[config.mk]
export PLATFORM = sky130hd
export DESIGN_NAME = dot_product_sequencer
export DESIGN_NICKNAME = d
export VERILOG_FILES = /design/src/rtl/dot_product_sequencer.sv
export SDC_FILE = /design/constraint.sdc
export NUM_CORES = 1
export LEC_CHECK = 0
export ABC_AREA = 1
export CORE_MARGIN = 1
export CORE_UTILIZATION = 50
export DETAILED_ROUTE_END_ITERATION = 7
export PLACE_DENSITY = 0.8
export SLEW_MARGIN = 10
export SYNTH_ARGS = -nofsm -noshare
export SYNTH_HDL_FRONTEND = slang
export SYNTH_SLANG_ARGS = --single-unit
[constraint.sdc]
create_clock -name clk -period 3.27 [get_ports clk]
set_input_delay 0.4905 -clock clk [delete_from_list [all_inputs] [get_ports clk]]
set_output_delay 0.4905 -clock clk [all_outputs]
set_load 0.01 [all_outputs]
[src/rtl/dot_product_sequencer.sv]
// Purpose: runs a programmable batch of dot-product jobs: reads operand pairs, feeds the engine, writes results back.
// Latency: start sampled at edge 0 -> rd_en in cycle 1 -> eng_valid in cycle 3; result written the cycle after eng_res_valid.
// Backpressure: eng_valid/eng_a/eng_b hold until eng_ready; reads throttle on buffer space and an outstanding-read credit limit.

module sync_fifo #(
   parameter int WIDTH = 8,
   parameter int DEPTH = 2
) (
   input  logic                         clk,
   input  logic                         rst,
   input  logic                         flush,
   input  logic                         push,
   input  logic [WIDTH-1:0]             push_data,
   input  logic                         pop,
   output logic [WIDTH-1:0]             head,
   output logic                         empty,
   output logic [$clog2(DEPTH+1)-1:0]   count
);
   localparam int PW = (DEPTH > 1) ? $clog2(DEPTH) : 1;
   localparam int CW = $clog2(DEPTH + 1);
   localparam logic [CW-1:0] FULL_CNT = CW'(DEPTH);
   localparam logic [PW-1:0] LAST_PTR = PW'(DEPTH - 1);

   logic [WIDTH-1:0] mem [DEPTH];
   logic [PW-1:0]    wr_ptr, rd_ptr;
   logic             full, do_push, do_pop;

   assign empty   = (count == '0);
   assign full    = (count == FULL_CNT);
   assign do_push = push && !full;
   assign do_pop  = pop && !empty;
   assign head    = mem[rd_ptr];

   // Storage, pointers and occupancy; flush drops contents but keeps storage values.
   always_ff @(posedge clk) begin
      if (rst) begin
         for (int i = 0; i < DEPTH; i++) mem[i] <= '0;
         wr_ptr <= '0;
         rd_ptr <= '0;
         count  <= '0;
      end else if (flush) begin
         wr_ptr <= '0;
         rd_ptr <= '0;
         count  <= '0;
      end else begin
         if (do_push) begin
            mem[wr_ptr] <= push_data;
            wr_ptr      <= (wr_ptr == LAST_PTR) ? '0 : wr_ptr + 1'b1;
         end
         if (do_pop) rd_ptr <= (rd_ptr == LAST_PTR) ? '0 : rd_ptr + 1'b1;
         case ({do_push, do_pop})
            2'b10:   count <= count + 1'b1;
            2'b01:   count <= count - 1'b1;
            default: count <= count;
         endcase
      end
   end
endmodule

module dot_product_sequencer #(
   parameter int DATA_WIDTH      = 32,
   parameter int ADDR_WIDTH      = 5,
   parameter int RESULT_WIDTH    = 16,
   parameter int MAX_OUTSTANDING = 4
) (
   input  logic                    clk,
   input  logic                    rst,
   input  logic                    start,
   input  logic                    abort,
   input  logic [ADDR_WIDTH-1:0]   src_base,
   input  logic [ADDR_WIDTH-1:0]   dst_base,
   input  logic [ADDR_WIDTH:0]     length,
   output logic                    busy,
   output logic                    done,
   output logic                    rd_en,
   output logic [ADDR_WIDTH-1:0]   rd_addr,
   input  logic [DATA_WIDTH-1:0]   rd_data_a,
   input  logic [DATA_WIDTH-1:0]   rd_data_b,
   output logic                    eng_valid,
   output logic [DATA_WIDTH-1:0]   eng_a,
   output logic [DATA_WIDTH-1:0]   eng_b,
   input  logic                    eng_ready,
   input  logic                    eng_res_valid,
   input  logic [RESULT_WIDTH-1:0] eng_res,
   output logic                    wr_en,
   output logic [ADDR_WIDTH-1:0]   wr_addr,
   output logic [DATA_WIDTH-1:0]   wr_data
);
   localparam int CW = ADDR_WIDTH + 1;
   localparam logic [CW-1:0] CREDITS = CW'(MAX_OUTSTANDING);

   typedef enum logic [1:0] {S_IDLE, S_RUN, S_DRAIN, S_DONE} state_t;

   state_t                  state, state_next;
   logic [ADDR_WIDTH-1:0]   src_q, dst_q;
   logic [CW-1:0]           len_q, issued, sent, written, outstanding;
   logic                    rd_pend, zero_done, pop, wr_cap, job_go;
   logic [1:0]              buf_count;
   logic                    buf_empty;
   logic [2*DATA_WIDTH-1:0] buf_head;
   logic [2:0]              occ_eff;

   // Two-entry operand buffer; abort flushes it, which also discards an in-flight read.
   sync_fifo #(.WIDTH(2*DATA_WIDTH), .DEPTH(2)) u_opbuf (
      .clk       (clk),
      .rst       (rst),
      .flush     (abort),
      .push      (rd_pend),
      .push_data ({rd_data_a, rd_data_b}),
      .pop       (pop),
      .head      (buf_head),
      .empty     (buf_empty),
      .count     (buf_count)
   );

   assign eng_valid   = !buf_empty;
   assign eng_a       = buf_head[2*DATA_WIDTH-1:DATA_WIDTH];
   assign eng_b       = buf_head[DATA_WIDTH-1:0];
   assign pop         = eng_valid && eng_ready;
   assign rd_addr     = src_q + issued[ADDR_WIDTH-1:0];
   assign outstanding = issued - written;
   // A pop this cycle frees its slot in time for the read issued now, which keeps one job per cycle.
   assign occ_eff     = {1'b0, buf_count} + {2'b00, rd_pend} - {2'b00, pop};
   assign job_go      = (state == S_IDLE) && start && !abort && (length != '0);
   assign wr_cap      = eng_res_valid && !abort && ((state == S_RUN) || (state == S_DRAIN));

   // State register.
   always_ff @(posedge clk) begin
      if (rst) state <= S_IDLE;
      else     state <= state_next;
   end

   // Next-state logic plus status and read-issue decode; abort overrides every transition.
   always_comb begin
      state_next = state;
      busy       = 1'b0;
      done       = zero_done;
      rd_en      = 1'b0;
      case (state)
         S_IDLE:  if (job_go) state_next = S_RUN;
         S_RUN: begin
            busy = 1'b1;
            if (issued == len_q) state_next = S_DRAIN;
            if (!abort && (issued < len_q) && (occ_eff < 3'd2) && (outstanding < CREDITS))
               rd_en = 1'b1;
         end
         S_DRAIN: begin
            busy = 1'b1;
            if (written == len_q) state_next = S_DONE;
         end
         S_DONE: begin
            done       = 1'b1;
            state_next = S_IDLE;
         end
         default: state_next = S_IDLE;
      endcase
      if (abort) state_next = S_IDLE;
   end

   // Job registers, progress counters and the registered mem3 write port.
   always_ff @(posedge clk) begin
      if (rst) begin
         src_q     <= '0;
         dst_q     <= '0;
         len_q     <= '0;
         issued    <= '0;
         sent      <= '0;
         written   <= '0;
         rd_pend   <= 1'b0;
         zero_done <= 1'b0;
         wr_en     <= 1'b0;
         wr_addr   <= '0;
         wr_data   <= '0;
      end else begin
         zero_done <= (state == S_IDLE) && start && !abort && (length == '0);
         rd_pend   <= rd_en;
         wr_en     <= wr_cap;
         if (job_go) begin
            src_q   <= src_base;
            dst_q   <= dst_base;
            len_q   <= length;
            issued  <= '0;
            sent    <= '0;
            written <= '0;
         end else begin
            if (rd_en) issued <= issued + 1'b1;
            if (pop)   sent   <= sent + 1'b1;
            if (wr_cap) begin
               written <= written + 1'b1;
               wr_addr <= dst_q + written[ADDR_WIDTH-1:0];
               wr_data <= {{(DATA_WIDTH-RESULT_WIDTH){1'b0}}, eng_res};
            end
         end
      end
   end
endmodule
==> results.cfg <==
[run_status]
status = finished, final reports clean

[route]
routed_wl_um = 18580
route.detailed.drc = 0
wl_per_cell_um = 14.59
via_per_inst = 4.871
vias = 6201
first_pass_iters = 5
ant_nets = 0
drtIter0Drc = 411

[floorplan]
core-area_sq_mm = 0.01670
dieArea_sq_mm = 0.01780
fp.dieW_um = 133.4
start_util = 0.5170
io_pins = 213
rows = 47
die_y_um = 133.4

[grt]
grt_pass1_vias = 6259
antenna_found_initial = 0
grt_pass1_wl_um = 29930
grt.total_usage = 0.2164
gr-total-overflow = 0
grt_max_degree = 66

[clock_network]
ctsLongestPathBuffers = 2
clk_latency_ns = 0.42
cts.sinks = 187
cts_tree = done
cts_buffers = 17
clk_pin_slew_ns = 0.07
cts_hold_buffers = 0
ctsRootBufferMaster = clkbuf_16
cts_htree_levels = 4

[placement]
gp_congestion = 0.8304
io_buffers = 196
place_hpwl_um = 12400
post_dp_cell_area_sq_mm = 0.01080

[critical_path]
cp_slowest_cell = fa_1
path_max_fanout = 3
critPathMaxStageDelay_ns = 0.54
crit_chain = inv_2 > nand2_2 > nand2_2 > inv_2 > ha_4 > or2_4 > fa_1 > nand2_1 > inv_1 > nand2_1 > nor2_2 > nand2_1 > nor2_2 > nand3_4 > inv_2 > buf_6
cp_top_family = simple AND/OR/NAND/NOR gates
cp.required_ns = 2.78
end_kind = output pin
cp-start-kind = flip-flop
worstSetupPathType = reg -> out
worst-path-buf-inv = 5
crit_arrival_ns = 2.64

[layout]
area_growth_pct = 32.68
drive_gt1_frac = 0.1368
num-fill-cells = 1272
antennaDiodeCount = 0
nets = 1171
design_area_sq_mm = 0.01146

[sta]
max_freq_mhz = 319.8
clock_skew_ns = 0.007259
min_period_over_period = 0.9561
fin_crit_ns = 3.127
finalHoldViolCount = 0
slew_headroom = 0.4954
finalHoldWorstSlack_ns = 0.4544
tns_ns = 0
setup_violations = 0
slew_violations = 0
worst_pin_slew_ns = 0.7569

[yosys]
ys_top_cells_by_area = edfxtp_1 45%, dfxtp_1 14%, nor2_1 9.0%, mux2_2 8.3%, inv_1 4.5%
synthCells = 839
synth.area.mux_share = 0.08347
synthTopCellsByCount = 208 x nor2_1, 128 x edfxtp_1, 103 x inv_1
synth_compound_area_frac = 0.04594
netlist-cell-type-count = 32
ys_seq_elements = 187
postSynthAreaPerCell_sq_um = 10.29
synth_edf_count = 128
syn_area_sq_mm = 0.008635
post-synth-top-area-cell = edfxtp_1
synth_top_family_by_area = simple AND/OR/NAND/NOR gates
ys_warn_count = 0
yosys.area_share.adder = 0.04463
ys_seq_area_frac = 0.5819
ys_async_sr_fraction = 0
synth.most_common_cell = nor2_1
ys.flop_type = edfxtp_1
synthXorXnorAreaFrac = 0.01927
yosys.area_share.simple = 0.1445
synth_top_area_share = 0.4452

[power]
ir_worst_vdd_v = 0.0003465
power_density_mw_per_mm2 = 458.1
total_power_mw = 5.248
power_leakage_nw = 4.879

[min_path]
hold_path.class = reg -> reg

[flow_run]
cap_violations = 0
[worst register-to-register path: cells and delay by family (launching register included)]
family | cells | cell delay [ns]
and+or+nand+nor | 10 | 0.91
DFF | 1 | 0.35
AOI/OAI and AO/OA | 1 | 0.06
adders and majority gates | 2 | 0.73
buffers and inverters | 4 | 0.34
[sequential cells by signal (all words and copies together) (netlist names), 2 cells and up, named ones only]
| register | cells |
|---|---|
| len_q | 6 |
| u_opbuf.mem | 128 |
| issued | 6 |
| state | 2 |
| dst_q | 5 |
| wr_addr | 5 |
| wr_data | 16 |
| src_q | 5 |
| written | 6 |
| u_opbuf.count | 2 |
[final timing paths]
kind                                                     from                     endpoint  slack (ns)  depth (start not counted)
worst max register to register  u_opbuf.count[0]$_SDFFE_PP0P_       issued[2]$_SDFFE_PP0P_        0.78                         17
worst min register to register    u_opbuf.rd_ptr$_SDFFE_PP0P_  u_opbuf.rd_ptr$_SDFFE_PP0P_        0.45                          1
worst max-delay path            u_opbuf.count[0]$_SDFFE_PP0P_                        rd_en        0.14                         16
worst min-delay path              u_opbuf.rd_ptr$_SDFFE_PP0P_  u_opbuf.rd_ptr$_SDFFE_PP0P_        0.45                          1
[through the flow]
step	cells	utilization	worst slack (ns)
4_1_cts	1271	0.6832	0.03320
3_5_place_dp	1236	0.6468	-0.4250
3_3_place_gp	1236	0.6468	-0.4176
6_report	1273	0.6859	0.1434
5_1_grt	1273	0.6859	-0.001435
2_1_floorplan	854	-	0.3029
[per-layer routing]
metal | vias to the layer above | GRT usage | part of all wire
met2 | 207 | 0.3889 | 0.51
met5 | - | 0 | 0
li1 | 3095 | - | -
met1 | 2888 | 0.2586 | 0.42
met4 | 0 | 0.06503 | 0.0067
met3 | 11 | 0.04680 | 0.071
[final cells by class]
| type | count | area [sq um] | share of cell area |
|---|---|---|---|
| clock inverter | 15 | 162.7 | 0.01420 |
| timing repair buffer | 214 | 2138 | 0.1867 |
| tap | 220 | 275.3 | 0.02403 |
| sequential | 187 | 5029 | 0.4389 |
| multi-input combinational | 511 | 3012 | 0.2629 |
| clock buffer | 17 | 425.4 | 0.03713 |
| inverter | 109 | 414.1 | 0.03615 |
[layout by cell type (no fill, tap or decap), types with 2 or more instances in the layout]
cell / synthesis / final
nand2_1: 62 / 57
dfxtp_2: 0 / 3
fa_1: 3 / 3
clkdlybuf4s50_1: 0 / 194
inv_8: 0 / 3
dfxtp_1: 59 / 56
nand3_1: 20 / 19
mux2_2: 64 / 64
inv_4: 2 / 2
clkinvlp_4: 0 / 4
nor3_1: 2 / 2
nor2_1: 208 / 207
clkinv_1: 0 / 2
buf_12: 0 / 3
a21oi_1: 28 / 28
inv_2: 4 / 6
conb_1: 1 / 16
edfxtp_1: 128 / 128
buf_4: 20 / 15
o21bai_1: 2 / 2
xnor2_1: 4 / 4
inv_6: 0 / 2
o21ai_1: 17 / 17
o21ai_0: 28 / 28
nor4_1: 2 / 2
inv_1: 103 / 101
nand2_2: 1 / 6
clkbuf_16: 0 / 17
ha_1: 26 / 25
xor2_1: 15 / 15
nor2_4: 2 / 2
bufinv_16: 0 / 2
nor2_2: 4 / 5
[power by group]
| group | switching [mW] | internal [mW] | total, mW |
|---|---|---|---|
| clock | 0.912 | 1.14 | 2.05 |
| sequential | 0.0364 | 2.61 | 2.64 |
| combinational | 0.265 | 0.288 | 0.553 |
| total | 1.21 | 4.03 | 5.25 |
[logic make-up after synthesis]
| group | count (synthesis) |
|---|---|
| AOI/OAI and AO/OA | 77 |
| buffers and inverters | 156 |
| other | 1 |
| DFF | 187 |
| and+or+nand+nor | 306 |
| adders and majority gates | 29 |
| xor gates and xnor gates | 19 |
| muxes | 64 |
[timing repair]
action                     CTS  global route
buffers inserted             3             2
pin swaps                    2             7
gates resized for setup      5            10
setup endpoints to repair    1             1
Power figures use the tool's default switching activity.
